`config.mk`:
```
export PLATFORM = sky130hd
export DESIGN_NAME = program_sequencer_flat
export DESIGN_NICKNAME = d
export VERILOG_FILES = /design/src/rtl/hrm_pkg.sv /design/src/rtl/program_sequencer_if.sv /design/src/rtl/pc_next.sv /design/src/rtl/program_sequencer.sv /design/src/flat_wrapper.sv
export SDC_FILE = /design/constraint.sdc
export NUM_CORES = 1
export LEC_CHECK = 0
export CELL_PAD_IN_SITES_DETAIL_PLACEMENT = 0
export CELL_PAD_IN_SITES_GLOBAL_PLACEMENT = 2
export CORE_AREA = 4 4 101 103
export DETAILED_ROUTE_END_ITERATION = 10
export DIE_AREA = 0 0 105 107
export PLACE_DENSITY_LB_ADDON = 0.1
export SLEW_MARGIN = 20
export SYNTH_ARGS = -nofsm -noshare
export SYNTH_HDL_FRONTEND = slang
export SYNTH_SLANG_ARGS = --single-unit
```
`constraint.sdc`:
```
create_clock -name clk -period 3.05 [get_ports clk]
set_input_delay 0.915 -clock clk [delete_from_list [all_inputs] [get_ports clk]]
set_output_delay 0.915 -clock clk [all_outputs]
set_load 0.01 [all_outputs]
```
`src/rtl/hrm_pkg.sv`:
```
// Shared definitions for the HRM CPU program sequencer: opcode constants,
// the sequencer state encoding and the default program-counter width.
package hrm_pkg;

  localparam int unsigned PC_W_DEFAULT = 12;

  localparam logic [3:0] OP_JUMP  = 4'h8;
  localparam logic [3:0] OP_JUMPZ = 4'h9;
  localparam logic [3:0] OP_JUMPN = 4'hA;
  localparam logic [3:0] OP_HALT  = 4'hF;

  typedef enum logic [2:0] {
    ST_IDLE,
    ST_FETCH,
    ST_ISSUE,
    ST_HALT,
    ST_FAULT
  } seq_state_t;

endpackage

```
`src/rtl/program_sequencer_if.sv`:
```
// Issue handshake between the program sequencer and the ALU/memory datapath.
//   valid : instruction presented (sequencer -> datapath)
//   op    : registered opcode
//   data  : registered signed operand
//   ready : datapath accepts/completes the presented instruction
interface program_sequencer_if;
  logic               valid;
  logic [3:0]         op;
  logic signed [11:0] data;
  logic               ready;

  modport master (output valid, output op, output data, input ready);
  modport slave  (input valid, input op, input data, output ready);
endinterface

```
`src/rtl/pc_next.sv`:
```
// Combinational next-PC and jump-target check.
//   pc          : current program counter
//   op, data    : instruction being decoded
//   acc_zero/neg: accumulator flags for conditional jumps
//   next_pc     : jump target when taken, otherwise pc+1
//   take_jump   : op is a jump whose condition holds
//   bad_target  : operand is negative or >= SIZE
//   end_of_prog : pc is the last legal address (SIZE-1)
module pc_next
  import hrm_pkg::*;
#(
  parameter int unsigned PC_W = PC_W_DEFAULT,
  parameter int unsigned SIZE = 6
) (
  input  logic [PC_W-1:0]  pc,
  input  logic [3:0]       op,
  input  logic signed [11:0] data,
  input  logic             acc_zero,
  input  logic             acc_neg,
  output logic [PC_W-1:0]  next_pc,
  output logic             take_jump,
  output logic             bad_target,
  output logic             end_of_prog
);

  logic [31:0] data_u;

  always_comb begin
    data_u      = 32'(unsigned'(data));
    take_jump   = (op == OP_JUMP) ||
                  ((op == OP_JUMPZ) && acc_zero) ||
                  ((op == OP_JUMPN) && acc_neg);
    bad_target  = data[11] || (data_u >= SIZE);
    end_of_prog = (pc == PC_W'(SIZE - 1));
    next_pc     = take_jump ? data[PC_W-1:0] : pc + PC_W'(1);
  end

endmodule

```
`src/rtl/program_sequencer.sv`:
```
// Fetch/issue controller for the HRM program ROM. Owns the PC, resolves
// JUMP/JUMPZ/JUMPN/HALT internally and issues all other instructions to the
// datapath over a valid/ready handshake.
//   clk, rst_n        : clock, asynchronous active-low reset
//   run               : start request (IDLE and HALT only)
//   pc                : ROM address
//   rom_op, rom_data  : ROM outputs
//   ex                : issue handshake to the datapath
//   acc_zero, acc_neg : accumulator flags from the datapath
//   halted, fault     : program finished / illegal jump target
//   retired           : completed-instruction count, saturating
module program_sequencer
  import hrm_pkg::*;
#(
  parameter int unsigned PC_W = PC_W_DEFAULT,
  parameter int unsigned SIZE = 6
) (
  input  logic                clk,
  input  logic                rst_n,
  input  logic                run,
  output logic [PC_W-1:0]     pc,
  input  logic [3:0]          rom_op,
  input  logic signed [11:0]  rom_data,
  program_sequencer_if.master ex,
  input  logic                acc_zero,
  input  logic                acc_neg,
  output logic                halted,
  output logic                fault,
  output logic [15:0]         retired
);

  seq_state_t         state_q, state_d;
  logic [PC_W-1:0]    pc_q, pc_d;
  logic [3:0]         op_q, op_d;
  logic signed [11:0] data_q, data_d;
  logic [15:0]        retired_q;
  logic               retire;

  logic [3:0]         dec_op;
  logic [PC_W-1:0]    next_pc;
  logic               take_jump, bad_target, end_of_prog;

  // Decode the live ROM word while fetching; in ISSUE the held opcode is a
  // datapath op, so next_pc collapses to pc+1.
  assign dec_op = (state_q == ST_FETCH) ? rom_op : op_q;

  pc_next #(
    .PC_W (PC_W),
    .SIZE (SIZE)
  ) u_pc_next (
    .pc          (pc_q),
    .op          (dec_op),
    .data        (rom_data),
    .acc_zero    (acc_zero),
    .acc_neg     (acc_neg),
    .next_pc     (next_pc),
    .take_jump   (take_jump),
    .bad_target  (bad_target),
    .end_of_prog (end_of_prog)
  );

  always_ff @(posedge clk or negedge rst_n) begin
    if (!rst_n) begin
      state_q   <= ST_IDLE;
      pc_q      <= '0;
      op_q      <= '0;
      data_q    <= '0;
      retired_q <= '0;
    end else begin
      state_q <= state_d;
      pc_q    <= pc_d;
      op_q    <= op_d;
      data_q  <= data_d;
      if (retire && (retired_q != '1)) retired_q <= retired_q + 16'd1;
    end
  end

  always_comb begin
    state_d = state_q;
    pc_d    = pc_q;
    op_d    = op_q;
    data_d  = data_q;
    retire  = 1'b0;
    unique case (state_q)
      ST_IDLE: begin
        pc_d = '0;
        if (run) state_d = ST_FETCH;
      end
      ST_FETCH: begin
        op_d   = rom_op;
        data_d = rom_data;
        if (rom_op == OP_HALT) begin
          state_d = ST_HALT;
        end else if (rom_op inside {OP_JUMP, OP_JUMPZ, OP_JUMPN}) begin
          if (take_jump && bad_target) begin
            state_d = ST_FAULT;
          end else begin
            retire = 1'b1;
            if (!take_jump && end_of_prog) state_d = ST_HALT;
            else                           pc_d    = next_pc;
          end
        end else begin
          state_d = ST_ISSUE;
        end
      end
      ST_ISSUE: begin
        if (ex.ready) begin
          retire = 1'b1;
          if (end_of_prog) begin
            state_d = ST_HALT;
          end else begin
            pc_d    = next_pc;
            state_d = ST_FETCH;
          end
        end
      end
      ST_HALT: begin
        if (run) begin
          pc_d    = '0;
          state_d = ST_FETCH;
        end
      end
      ST_FAULT: ;
      default: state_d = ST_IDLE;
    endcase
  end

  assign pc       = pc_q;
  assign ex.valid = (state_q == ST_ISSUE);
  assign ex.op    = op_q;
  assign ex.data  = data_q;
  assign halted   = (state_q == ST_HALT);
  assign fault    = (state_q == ST_FAULT);
  assign retired  = retired_q;

endmodule

```
`src/flat_wrapper.sv`:
```
// flat-port wrapper written by rule: the top's interface ports become plain ports
module program_sequencer_flat import hrm_pkg::*;
#(
  parameter int unsigned PC_W = PC_W_DEFAULT,
  parameter int unsigned SIZE = 6
)
  (clk, rst_n, run, pc, rom_op, rom_data, acc_zero, acc_neg, halted, fault, retired, ex_valid, ex_op, ex_data, ex_ready);
  program_sequencer_if ex_i ();
  input  logic clk;
  input  logic rst_n;
  input  logic run;
  output logic [PC_W-1:0] pc;
  input  logic [3:0] rom_op;
  input  logic signed [11:0] rom_data;
  input  logic acc_zero;
  input  logic acc_neg;
  output logic halted;
  output logic fault;
  output logic [15:0] retired;
  output wire logic [$bits(ex_i.valid)-1:0] ex_valid;
  output wire logic [$bits(ex_i.op)-1:0] ex_op;
  output wire logic [$bits(ex_i.data)-1:0] ex_data;
  input wire logic [$bits(ex_i.ready)-1:0] ex_ready;
  assign ex_valid = ex_i.valid;
  assign ex_op = ex_i.op;
  assign ex_data = ex_i.data;
  assign ex_i.ready = ex_ready;
  program_sequencer #(.PC_W(PC_W), .SIZE(SIZE)) u_core (.clk(clk), .rst_n(rst_n), .run(run), .pc(pc), .rom_op(rom_op), .rom_data(rom_data), .ex(ex_i), .acc_zero(acc_zero), .acc_neg(acc_neg), .halted(halted), .fault(fault), .retired(retired));
endmodule
```
# Word level (Yosys, flattened, before mapping)
# Cells that the tools add are included.
dict set report word_totals {
  output_inout_bits 47
  ff_bits 47
  input_bits 22
}
dict set report op_classes {
  order_cmp 1
  bitwise 1
  eq_ne 22
  addsub 2
  reduce_logical 15
  n_mux 23
}
# operator count
set ops {}
lappend ops {{$mux W12} 8}
lappend ops {{$pmux W12 S4} 1}
lappend ops {{$eq A4 B4 Y1 const B} 7}
lappend ops {{$mux W3} 6}
lappend ops {{$add A16 B1 Y16 const B} 1}
lappend ops {{$ne A16 B16 Y1 const B} 1}
lappend ops {{$add A12 B1 Y12 const B} 1}
lappend ops {{$eq A12 B3 Y1 const B} 1}
lappend ops {{$ge A12 B3 Y1 const B} 1}
lappend ops {{$ne A2 B2 Y1 const B} 6}
lappend ops {{$pmux W3 S4} 1}
lappend ops {{$reduce_and A8 Y1} 1}
lappend ops {{$eq A3 B2 Y1 const B} 2}
lappend ops {{$logic_and A1 B1 Y1} 5}
lappend ops {{$ne A5 B5 Y1 const B} 1}
lappend ops {{$mux W1} 4}
lappend ops {{$mux W4} 1}
lappend ops {{$ne A2 B1 Y1 const B} 2}
lappend ops {{$reduce_and A4 Y1} 1}
lappend ops {{$reduce_bool A4 Y1} 1}
lappend ops {{$eq A3 B1 Y1 const B} 1}
lappend ops {{$eq A3 B3 Y1 const B} 1}
lappend ops {{$logic_not A3 Y1} 1}
lappend ops {{$logic_or A1 B1 Y1} 3}
lappend ops {{6 further kinds} 6}

# Logic depth before layout (Yosys ltp)
dict set report logic_depth {
  word_depth 13
  mapped_depth 9
}

# Modules after synthesis
# A second synthesis with hierarchy kept.
dict set report hier_totals {
  cells_unflattened 291
  area_unflattened_um2 2650.0
}
# module n_inst area_each_um2 cells_per_inst
set by_module_without_submodules {}
lappend by_module_without_submodules {program_sequencer 1 2200.9 233}
lappend by_module_without_submodules {pc_next 1 449.2 58}

# Worst setup path after synthesis
# OpenSTA, ideal clock, no wires.
dict set report synth_timing {
  kind {in2reg}
  start {input port acc_zero}
  end {register u_core.retired_q[1], in the netlist u_core.retired[1]}
  cell_stages 6
  t_required_ns 2.922
  slack_ns 0.573
  path_buffers 0
  arrival_time_ns 2.349
  cell_sequence {nor2b_1 mux2_2 a2111oi_4 a211oi_4 nor2_1 mux2_1}
}
dict set report synth_via {
  elab_chain_cells 9
}
# item line
set synth_lines {}
lappend synth_lines {{start: declaration} flat_wrapper.sv:15} ;# input logic acc_zero;
lappend synth_lines {{$logic_and A1 B1 Y1} pc_next.sv:31} ;# ((op == OP_JUMPZ) && acc_zero) ||
lappend synth_lines {{$logic_or A1 B1 Y1} pc_next.sv:30} ;# take_jump = (op == OP_JUMP) ||
lappend synth_lines {{$logic_or A1 B1 Y1} pc_next.sv:31}
lappend synth_lines {{$logic_and A1 B1 Y1} program_sequencer.sv:95} ;# if (take_jump && bad_target) begin
lappend synth_lines {{$mux W1} program_sequencer.sv:95}
lappend synth_lines {{$mux W1} program_sequencer.sv:94} ;# end else if (rom_op inside {OP_JUMP, OP_JUMPZ, OP_JUMPN}) begin
lappend synth_lines {{$mux W1} program_sequencer.sv:92} ;# if (rom_op == OP_HALT) begin
lappend synth_lines {{$pmux W1 S2} program_sequencer.sv:84} ;# unique case (state_q)
lappend synth_lines {{$logic_and A1 B1 Y1} program_sequencer.sv:74} ;# if (retire && (retired_q != '1)) retired_q <= retired_q + 16'd1;
lappend synth_lines {{end signal: assignment} program_sequencer.sv:74}
lappend synth_lines {{end: declaration} program_sequencer.sv:36} ;# logic [15:0] retired_q;
# Every way passes these cells.
# A chain may end at the register's enable or synchronous reset.

# Worst setup path in the final report
dict set report layout_timing {
  start {input port acc_zero}
  end {register u_core.retired_q[14], in the netlist u_core.retired[14]}
}
# The elaborated chain is that of the path after synthesis.

==> impl_metrics.csv <==
group,metric,value,unit
yosys,syn_avg_cell_area,9.59,sq um
final_layout,finalInstanceArea,0.00383,sq mm
timing,fin_crit_sh,90.5,%
critical_path,crit_family,"buffers and inverters",
final_layout,drive_gt1_share,15.0,%
critical_path,cp_max_fo,8,
timing,setup_ws,0.290,ns
final_layout,final_cell_mix,"clkdlybuf4s50_1, nand2_1, dfrtp_1",
critical_path,endpoint_kind,"flip-flop",
routing,wirelength,8.09,mm
critical_path,cpPeakStageDelay,0.44,ns
routing,dr.pass1.iters,4,
timing,worst_slew_pin_slew,0.495,ns
global_routing,antenna_found_initial,0,
yosys,synth_top_cell_area_share,42.9,%
global_routing,grt_pass1_vias,2551,
clocking,cts_root_buf,"clkbuf_8",
die,num_rows,35,
yosys,synth-seq-cells,47,
die,core_area,0.00920,sq mm
pwr,ir_drop,359,uV
placed_design,post-place-ws,-0.0107,ns
min_path,hold_path.class,"reg2reg",
yosys,ys_seq_area_share,42.9,%
final_layout,nets,404,
timing,hold_viol,0,
pwr,p_leak,1.64,nW
clocking,tritoncts,"done",
routing,avgViaCountPerCell,5.03,
yosys,synthArstFlopShare,100,%
yosys,synth_area_leaders,"dfrtp_1, nand2_1, mux2i_1, xor2_1, o2bb2ai_1",
die,dieArea,0.0112,sq mm
critical_path,path_buf_inv,2,
critical_path,crit_chain,"clkdlybuf4s50_1 -> nor2b_1 -> mux2_2 -> a2111oi_4 -> a211oi_4 -> buf_4 -> nor4_1 -> xor2_1",
yosys,yosysWarnings,0,
placed_design,hpwl,6.17,mm
status,status,"finished clean",
yosys,synthFlopType,"dfrtp_1",
final_layout,multi_input_area,0.00146,sq mm
clocking,clk_pin_slew,0.09,ns
critical_path,cp-start-kind,"input port",
placed_design,gp_congestion,0.810,
die,die_w,105,microns
die,io_pins,69,
timing,rsz0062_at_grt,"false",
yosys,netlist_area,0.00274,sq mm
timing,final.setup_skew,0.00373,ns
timing,max_freq,362,MHz
final_layout,seq_area,0.00118,sq mm
clocking,clock-sinks,47,
clocking,clock_latency,0.30,ns
timing,maxSlewHeadroom,66.1,%
clocking,htreeDepth,2,
critical_path,cp_slowest_cell,"clkdlybuf4s50_1",
die,die_h,107,microns
die,start_util,29.8,%
clocking,cts_made_buffers,5,
final_layout,layout_commonest_cell,"clkdlybuf4s50_1",
yosys,mappedNetlistNets,311,
timing,min_period,2.76,ns
global_routing,grt_pass1_wl,13.7,mm
placed_design,dpl_cell_area,0.00373,sq mm
clocking,clock_path_buffers,2,
routing,drt_iter0_drc,82,
clocking,holdBufCountCts,0,
critical_path,required,3.28,ns
final_layout,areaGrowthSynthToFinish,39.7,%
yosys,synth.distinct_cells,57,
final_layout,nFillCells,963,
timing,setup_tns,0,ns
pwr,power,0.00363,W
critical_path,critPathKind,"in2reg",
routing,route.detailed.drc,0,
critical_path,critical_path_arrival,2.99,ns
routing,ant_nets,0,
routing,route.detailed.wl_per_inst,16.5,microns
clocking,cts.repair.resized,0,
global_routing,grt_max_degree,21,
clocking,post-cts-setup-buffers,0,
yosys,synth_edf_count,0,
timing,setup_viol,0,
routing,vias,2470,
pwr,power_density,946,mW/mm^2
global_routing,grt_use_total,15.2,%
final_layout,final_util,41.7,%
yosys,yosys.area.top_type,"dfrtp_1",
final_layout,antenna_cells,0,
yosys,syn_inst,286,
placed_design,port_buffers,68,
run,maxCapViolations,0,
global_routing,grt_overflow,0,
timing,slew_viol_final,0,
==> registers in the layout, summed over array words and instances, names as in the netlist <==
name            count
u_core.ex.data     12
u_core.ex.op        4
u_core.pc          12
u_core.retired     16
u_core.state_q      3
==> worst paths after layout <==
kind	to	slack (ns)	from	cells after the start
setup / recovery	u_core.retired[14]$_DFFE_PN0P_	0.29	acc_zero	8
hold / removal	u_core.ex.data[0]$_DFFE_PN0P_	0.49	u_core.ex.data[0]$_DFFE_PN0P_	2
setup reg to reg	u_core.retired[14]$_DFFE_PN0P_	0.46	u_core.state_q[0]$_DFFE_PN0P_	7
hold reg to reg	u_core.ex.data[0]$_DFFE_PN0P_	0.49	u_core.ex.data[0]$_DFFE_PN0P_	2
max in group asynchronous	u_core.ex.data[11]$_DFFE_PN0P_	1.98	rst_n	2
min in group asynchronous	u_core.ex.data[0]$_DFFE_PN0P_	0.50	rst_n	1
==> power breakdown <==
part | internal (W) | switching (W) | total [W]
logic | 0.00104 | 0.00104 | 0.00208
registers | 0.000857 | 0.000277 | 0.00113
clock network | 0.000186 | 0.000229 | 0.000415
==> logic make-up after synthesis <==
logic type / Yosys count / share of synthesized area, %
buf+inv: 23 / 4.06
flops: 47 / 42.9
xor+xnor: 11 / 3.51
simple gates: 134 / 25.5
mux: 17 / 6.79
fa+ha+maj: 3 / 1.37
compound gates: 51 / 15.9
==> per-stage QoR <==
stage	cells	hold slack (ns)
after floorplan	286	0.514
after global placement	483	0.462
after detailed placement	483	0.463
after CTS	491	0.497
after global routing	491	0.511
final	491	0.494
==> cell type report <==
class,instances,share of cell area (%)
clock buffers,6,2.15
clock inverters,2,0.424
inverters,9,0.881
multi-input cells,216,38.0
flip-flops and latches,47,30.7
well taps,111,3.62
repair buffers,100,24.2
==> synthesized netlist by cell type, types with 5 or more instances <==
cell / instances
nand2_1: 62
dfrtp_1: 47
mux2i_1: 13
xor2_1: 11
nor2b_1: 10
nor3_1: 10
o2bb2ai_1: 10
and3_1: 9
inv_1: 9
nand3_1: 9
o311ai_0: 9
nor4_1: 8
nor2_1: 5
o31ai_1: 5
==> worst reg2reg max path, delay by kind of cell (launching register included) <==
kind / cells / cell delay, ns
flip-flops: 1 / 0.52
buffers and inverters: 1 / 0.18
AND/OR/NAND/NOR: 2 / 0.74
XOR/XNOR: 1 / 0.18
AO/OA/AOI/OAI: 2 / 0.47
multiplexers: 1 / 0.43
==> metal layers <==
metal	global-route usage (%)	share of wire [%]
met2	23.5	45
met5	0	0
met4	3.28	0.98
met3	3.67	4.7
met1	21.5	49
Note: power is estimated with default switching activity, not from simulation.
